## src/rtl/cla_sub32_pipe.sv

```systemverilog
// Four-stage pipelined 32-bit subtractor, D = A - B - Bin.
// Each stage resolves one byte with an 8-bit carry-lookahead slice; the whole pipe advances in lock-step.
module cla_sub32_pipe (
    input  logic        clk,
    input  logic        rst_n,
    input  logic        in_valid,
    output logic        in_ready,
    input  logic [31:0] A,
    input  logic [31:0] B,
    input  logic        Bin,
    output logic        out_valid,
    input  logic        out_ready,
    output logic [31:0] D,
    output logic        Bout,
    output logic        overFlow,
    output logic        zero
);

    // Returns {carry_out, sum[7:0]} of a + ~b + cin, with every carry in lookahead form.
    function automatic logic [8:0] cla8(input logic [7:0] a, input logic [7:0] b, input logic cin);
        logic [7:0] g;
        logic [7:0] p;
        logic [8:0] c;
        logic       t;
        g    = a & ~b;
        p    = a ^ ~b;
        c    = 9'b0;
        c[0] = cin;
        for (int i = 0; i < 8; i++) begin
            t = cin;
            for (int j = 0; j <= i; j++) t = t & p[j];
            c[i+1] = t;
            for (int j = 0; j <= i; j++) begin
                t = g[j];
                for (int k = j + 1; k <= i; k++) t = t & p[k];
                c[i+1] = c[i+1] | t;
            end
        end
        return {c[8], p ^ c[7:0]};
    endfunction

    // Each stage keeps only the operand bytes still to be processed.
    logic        r_v1, r_v2, r_v3, r_v4;
    logic [23:0] r_a1, r_b1;
    logic [15:0] r_a2, r_b2;
    logic [7:0]  r_a3, r_b3;
    logic [7:0]  r_d1;
    logic [15:0] r_d2;
    logic [23:0] r_d3;
    logic [31:0] r_d4;
    logic        r_c1, r_c2, r_c3;
    logic        r_bout, r_ovf, r_zero;

    logic        w_adv;
    logic [8:0]  w_s0, w_s1, w_s2, w_s3;
    logic [31:0] w_d;
    logic        w_ovf;

    assign w_adv    = !r_v4 | out_ready;
    assign in_ready = w_adv;

    assign w_s0  = cla8(A[7:0], B[7:0], !Bin);
    assign w_s1  = cla8(r_a1[7:0], r_b1[7:0], r_c1);
    assign w_s2  = cla8(r_a2[7:0], r_b2[7:0], r_c2);
    assign w_s3  = cla8(r_a3, r_b3, r_c3);
    assign w_d   = {w_s3[7:0], r_d3};
    assign w_ovf = (r_a3[7] != r_b3[7]) && (w_s3[7] != r_a3[7]);

    always_ff @(posedge clk or negedge rst_n) begin
        if (!rst_n) begin
            r_v1   <= 1'b0;
            r_v2   <= 1'b0;
            r_v3   <= 1'b0;
            r_v4   <= 1'b0;
            r_a1   <= '0;
            r_b1   <= '0;
            r_a2   <= '0;
            r_b2   <= '0;
            r_a3   <= '0;
            r_b3   <= '0;
            r_d1   <= '0;
            r_d2   <= '0;
            r_d3   <= '0;
            r_d4   <= '0;
            r_c1   <= 1'b0;
            r_c2   <= 1'b0;
            r_c3   <= 1'b0;
            r_bout <= 1'b0;
            r_ovf  <= 1'b0;
            r_zero <= 1'b0;
        end else if (w_adv) begin
            r_v1   <= in_valid;
            r_a1   <= A[31:8];
            r_b1   <= B[31:8];
            r_d1   <= w_s0[7:0];
            r_c1   <= w_s0[8];

            r_v2   <= r_v1;
            r_a2   <= r_a1[23:8];
            r_b2   <= r_b1[23:8];
            r_d2   <= {w_s1[7:0], r_d1};
            r_c2   <= w_s1[8];

            r_v3   <= r_v2;
            r_a3   <= r_a2[15:8];
            r_b3   <= r_b2[15:8];
            r_d3   <= {w_s2[7:0], r_d2};
            r_c3   <= w_s2[8];

            // Flags are registered so outputs come straight from stage-4 flops.
            r_v4   <= r_v3;
            r_d4   <= w_d;
            r_bout <= !w_s3[8];
            r_ovf  <= w_ovf;
            r_zero <= (w_d == 32'd0);
        end
    end

    assign out_valid = r_v4;
    assign D         = r_d4;
    assign Bout      = r_bout;
    assign overFlow  = r_ovf;
    assign zero      = r_zero;

endmodule

```

## config.mk

```make
export PLATFORM = sky130hd
export DESIGN_NAME = cla_sub32_pipe
export DESIGN_NICKNAME = d
export VERILOG_FILES = /design/src/rtl/cla_sub32_pipe.sv
export SDC_FILE = /design/constraint.sdc
export NUM_CORES = 1
export LEC_CHECK = 0
export ABC_CLOCK_PERIOD_IN_PS = 2820
export CAP_MARGIN = 15
export CORE_UTILIZATION = 40
export DETAILED_ROUTE_END_ITERATION = 8
export PLACE_DENSITY_LB_ADDON = 0.1
export RECOVER_POWER = 50
export SETUP_SLACK_MARGIN = 0.15
export SYNTH_ARGS = -nofsm -noshare
export SYNTH_HDL_FRONTEND = slang
export SYNTH_SLANG_ARGS = --single-unit
```

## constraint.sdc

```tcl
create_clock -name clk -period 2.82 [get_ports clk]
set_clock_uncertainty 0.2 [all_clocks]
set_input_delay 0.282 -clock clk [delete_from_list [all_inputs] [get_ports clk]]
set_output_delay 0.282 -clock clk [all_outputs]
set_load 0.05 [all_outputs]
```

# ---- Word-level counts from Yosys, hierarchy flattened
# Cells that the tools add are included.
dict set report word_totals {
  ff_bits 186
  output_inout_bits 37
  elab_cells 332
}
dict set report classes {
  eq_ne 2
  bitwise_logic 305
  n_reduce_logical 5
}
# operator count
set ops {}
lappend ops {{$or A1 B1 Y1} 145}
lappend ops {{$and A1 B1 Y1} 144}
lappend ops {{$xor A8 B8 Y8} 8}
lappend ops {{$and A8 B8 Y8} 4}
lappend ops {{$logic_not A32 Y1} 1}
lappend ops {{$not A8 Y8} 4}
lappend ops {{$logic_not A1 Y1} 3}
lappend ops {{$ne A1 B1 Y1} 2}
lappend ops {{$logic_and A1 B1 Y1} 1}

# ---- Depth between registers and ports, before layout
# Gate-level depths: netlist of run 1.
dict set report depth {
  word_depth 19
  ltp_mapped 9
  mapped_depth_nobuf 9
}

# ---- Worst setup path after synthesis of run 1
# OpenSTA, ideal clock, no wires.
dict set report synth_timing {
  kind {reg2reg}
  startpoint {register r_v4 (netlist: out_valid)}
  endpoint {register r_d2[8]}
  setup_time_ns 0.156
  arrival_time_ns 2.022
  required_time_ns 2.464
  path_slack_ns 0.441
  path_stages_with_launch 7
  cell_sequence {dfrtp_1 nor2b_1 clkbuf_1 inv_1 clkbuf_1 clkbuf_1 a21oi_1}
}
dict set report synth_via {
  elab_chain_cells 2
}
# element line_no
set synth_rtl {}
lappend synth_rtl {{start, declared} 43} ;# logic r_v1, r_v2, r_v3, r_v4;
lappend synth_rtl {{start signal, assigned} 111} ;# r_v4 <= r_v3;
lappend synth_rtl {{$logic_not A1 Y1} 59} ;# assign w_adv = !r_v4 | out_ready;
lappend synth_rtl {{$or A1 B1 Y1} 59}
lappend synth_rtl {{named net in_ready} 7} ;# output logic in_ready,
lappend synth_rtl {{end signal, assigned} 101} ;# r_d2 <= {w_s1[7:0], r_d1};
lappend synth_rtl {{end, declared} 48} ;# logic [15:0] r_d2;
# The timed path passes the listed nets, and every way through them passes these cells.
# A chain may end at the register's enable or synchronous reset.

# ---- Final worst setup path of run 1
dict set report layout_timing {
  startpoint {register r_v4 (netlist: out_valid)}
  endpoint {output port in_ready}
}
dict set report layout_via {
  elab_chain_cells 2
}
# element line_no
set layout_rtl {}
lappend layout_rtl {{$logic_not A1 Y1} 59}
lappend layout_rtl {{$or A1 B1 Y1} 59}
lappend layout_rtl {{end, declared} 7}
# Every way passes these cells.

==> reports/metrics.csv, run 1 <==
stage,metric,value,unit
run_status,status,"finished, violations left",
run_status,violations,"capacitance limit, slew limit",
pwr,p_sw_share,39.8,%
worst_setup_path,r2r-end,r_d3[23],
pwr,p_clk_share,20.2,%
timing,slew_violations,69,
routing,routed_wl,15800,µm
pwr,combPwrFrac,42.3,%
finish,fin_area,10100,µm²
cts,clkLatencyLatePin,0.42,ns
yosys,synth_cell_type_count,42,
yosys,synth_flop_cell,dfrtp_1,
min_path,min_from,B[20],
finish,drive_above_1_share,5.86,%
global_routing,grtUsageTotal,16.6,%
pwr,irDropWorstVdd,0.000448,V
routing,drt_iter0_markers,352,
timing,rsz0062_at_grt,false,
finish,n_fill_cell,1870,
worst_setup_path,r2r-start,r_b2[0],
finish,syn_to_final_growth,24.4,%
yosys,syn-instance-count,896,
global_routing,grt_max_degree,124,
die,dieArea,21000,µm²
worst_setup_path,cpLargestDelayFamily,simple AND/OR/NAND/NOR gates,
die,io_pins,106,
timing,fin_crit,2.54,ns
timing,tightest_slew,1.76,ns
die,start_util,41.4,%
die,core.rowCount,51,
placed_design,numPortBuffers,105,
worst_setup_path,cp.required,2.34,ns
pwr,p_seq_share,37.5,%
yosys,yosysWarnings,0,
die,die_w,145,µm
cts,numCtsBuffers,17,
routing,dr.pass1.iters,4,
routing,drt-wirelength-per-cell,12.4,µm
yosys,synth_seq_cells,186,
yosys,synth_edf_count,0,
worst_setup_path,cp_max_fo,49,
timing,fin_setup_tns,0,ns
pwr,finalPower,12.0,mW
run,maxCapViolCount,1,
yosys,ys_seq_area_share,57.1,%
placed_design,dpl-instance-area,9560,µm²
routing,via_per_inst,4.55,
pwr,p_int,7.22,mW
cts,cts_setup_buffers,0,
cts,cts_tree,yes,
global_routing,grt_overflow,0,
routing,route.detailed.drc,0,
routing,vias,5778,
worst_setup_path,worst_ep_arrival_time,2.05,ns
global_routing,grt_pass1_wl,27000,µm
worst_setup_path,cp_cell_sequence,"nor2b_1, inv_6, buf_4",
worst_setup_path,critPathMaxStageDelay,0.62,ns
finish,nets,1103,
yosys,synth_area,8160,µm²
finish,insertedDiodeCount,0,
worst_setup_path,critPathSlowestCell,nor2b_1,
pwr,p_leak,5.08,nW
worst_setup_path,start_kind,flip-flop,
cts,cts_buffer_depth,2,
min_path,hold_path.class,in2reg,
die,die_h,145,µm
routing,ant_nets,0,
timing,final_hold_viol_count,0,
global_routing,grt_pass1_vias,5469,
worst_setup_path,rrSetupSlack,0.35,ns
yosys,synth_nets,1005,
yosys,async_flop_share,100,%
worst_setup_path,end_kind,output pin,
min_path,hold_end,r_b1[12],
cts,clockRootBuffer,clkbuf_16,
timing,setup_viol,0,
min_path,whs_path_depth,3,
pwr,net-switching-power,4.77,mW
pwr,p_per_area,1180,nW/µm²
yosys,avgSynthCellArea,9.10,µm²
cts,htreeDepth,4,
worst_setup_path,timing.reg2reg.worst_path_depth,9,
cts,clkTransAtPathRegs,0.07,ns
timing,fmax,394,MHz
global_routing,antenna_found_initial,0,
worst_setup_path,crit_type,reg2out,
placed_design,place.gp.congestion,0.766,
worst_setup_path,path_buf_inv,2,
timing,relSlewSlack,-17.6,%
placed_design,place_inst,1239,
finish,final_cell_count_no_fill,1271,
die,coreArea,19700,µm²
cts,clock-sinks,186,
timing,finalCritPeriodShare,89.9,%
placed_design,dp_hpwl,10800,µm
-- layout by cell type (no fill, tap or decap), types with 4 or more instances in the layout --
cell type	n
nor2_1	28
dfrtp_1	186
o31ai_1	8
fa_1	4
clkbuf_1	4
xor2_1	9
nor4_1	4
o21a_1	6
clkbuf_16	17
clkdlybuf4s50_1	103
o21ai_0	37
xnor2_1	5
a21oi_1	15
inv_1	41
nor3_1	8
nand2_1	415
ha_1	36
buf_4	9
buf_12	5
-- stage by stage --
step           hold WS [ns]  util, %  setup WS (ns)
3_5_place_dp          0.139     48.5        -0.0529
2_1_floorplan        -0.214        -          0.441
3_3_place_gp          0.140     48.5       -0.00481
6_report              0.184     51.4          0.285
4_1_cts               0.161     51.5          0.340
5_1_grt               0.161     51.4          0.192
-- power groups by stage --
stage                     Combinational (mW)  Sequential [mW]  Clock [mW]
after floorplan                         2.92             5.23           0
after global placement                  5.08             4.54           0
after detailed placement                5.16             4.56           0
after CTS                               5.18             4.51        2.50
after global routing                    5.75             4.65        2.60
final                                   5.07             4.50        2.42
-- sequential cells by signal, indices dropped and copies added, names as in the netlist --
name	flops
r_v2	1
r_c1	1
r_b3	8
D	32
r_a2	16
r_d2	16
r_b1	24
r_v3	1
r_c3	1
overFlow	1
r_v1	1
Bout	1
r_c2	1
r_a3	8
r_d1	8
r_a1	24
r_d3	24
r_b2	16
zero	1
out_valid	1
-- worst register-to-register path, stage by stage (launching register included) --
cell,delay (ns)
dfrtp_1,0.37
inv_1,0.06
ha_1,0.27
ha_1,0.18
o21a_1,0.21
o211ai_2,0.16
nand2_1,0.09
a41o_1,0.27
or3_1,0.31
a31o_2,0.24
-- area by class of cell --
| type | instances | area (µm²) | share of cell area (%) |
|---|---|---|---|
| sequential | 186 | 4650 | 45.9 |
| multi-input combinational | 627 | 3180 | 31.4 |
| timing repair buffer | 120 | 1220 | 12.0 |
| clock buffer | 21 | 450 | 4.44 |
| tap | 265 | 332 | 3.27 |
| inverter | 42 | 163 | 1.60 |
| clock inverter | 10 | 144 | 1.42 |
-- synthesized netlist by cell type (2+ instances only) --
cell type  number  area [µm²]
a22o_1          3        26.3
inv_1          42         158
xnor2_1         5        43.8
a41o_1          3        30.0
nor2_1         28         105
nand3_1         3        15.0
xor2_1          9        78.8
o211ai_2        3        37.5
buf_1           3        11.3
o31ai_1         8        60.1
dfrtp_1       186        4650
nand2b_1        2        12.5
o21ai_0        37         185
a21boi_0        3        22.5
nand4_1         3        18.8
a31o_2          3        26.3
a22oi_1         3        22.5
ha_1           36         450
mux2_2          2        22.5
or3_1           3        18.8
nor4_1          4        25.0
a21oi_1        15        75.1
and2_1          3        18.8
clkbuf_1       37         139
nand2_1       415        1560
a211oi_1        3        22.5
nor3_2          2        20.0
o21a_1          6        45.0
a21o_1          3        22.5
fa_1            4        80.1
nor3_1          8        40.0
-- kinds of logic after synthesis --
group	count (synthesis)	share of synthesized area, %
and+or+nand+nor	475	22.8
buffers and inverters	83	3.91
muxes	2	0.276
AOI/OAI and AO/OA	96	7.89
xor gates and xnor gates	14	1.50
DFF	186	57.1
adders and majority gates	40	6.51
-- worst max path at each step --
stage | startpoint | cells after the start | end | slack, ns
2_1_floorplan | out_valid | 6 | r_d2[8] | 0.44
3_3_place_gp | B[0] | 10 | r_d1[7] | -0.005
3_5_place_dp | B[0] | 10 | r_d1[7] | -0.05
4_1_cts | r_b2[0] | 9 | r_d3[23] | 0.34
5_1_grt | out_valid | 3 | in_ready | 0.19
6_report | out_valid | 3 | in_ready | 0.28
-- layer usage --
metal,up-vias,global-route usage (%),wire (µm)
met4,0,5.15,193
met5,-,0,0
li1,3037,-,-
met3,14,3.65,403
met2,73,24.8,7050
met1,2654,23.9,8130
-- repair_timing --
item,4_1_cts,5_1_grt
hold endpoints to repair,67,0
resized for setup,0,0
hold buffers,1,0
(Power assumes the default switching activity.)
==> inputs of run 2 (changes only) <==
--- a/config.mk
+++ b/config.mk
@@ -8,6 +8,7 @@
 export ABC_CLOCK_PERIOD_IN_PS = 2820
 export CAP_MARGIN = 15
 export CORE_UTILIZATION = 40
+export CTS_CLUSTER_SIZE = 14
 export DETAILED_ROUTE_END_ITERATION = 8
 export PLACE_DENSITY_LB_ADDON = 0.1
 export RECOVER_POWER = 50
==> results of run 2 <==
Same layout as run 1: the final DEF is identical, and so are final timing and power.
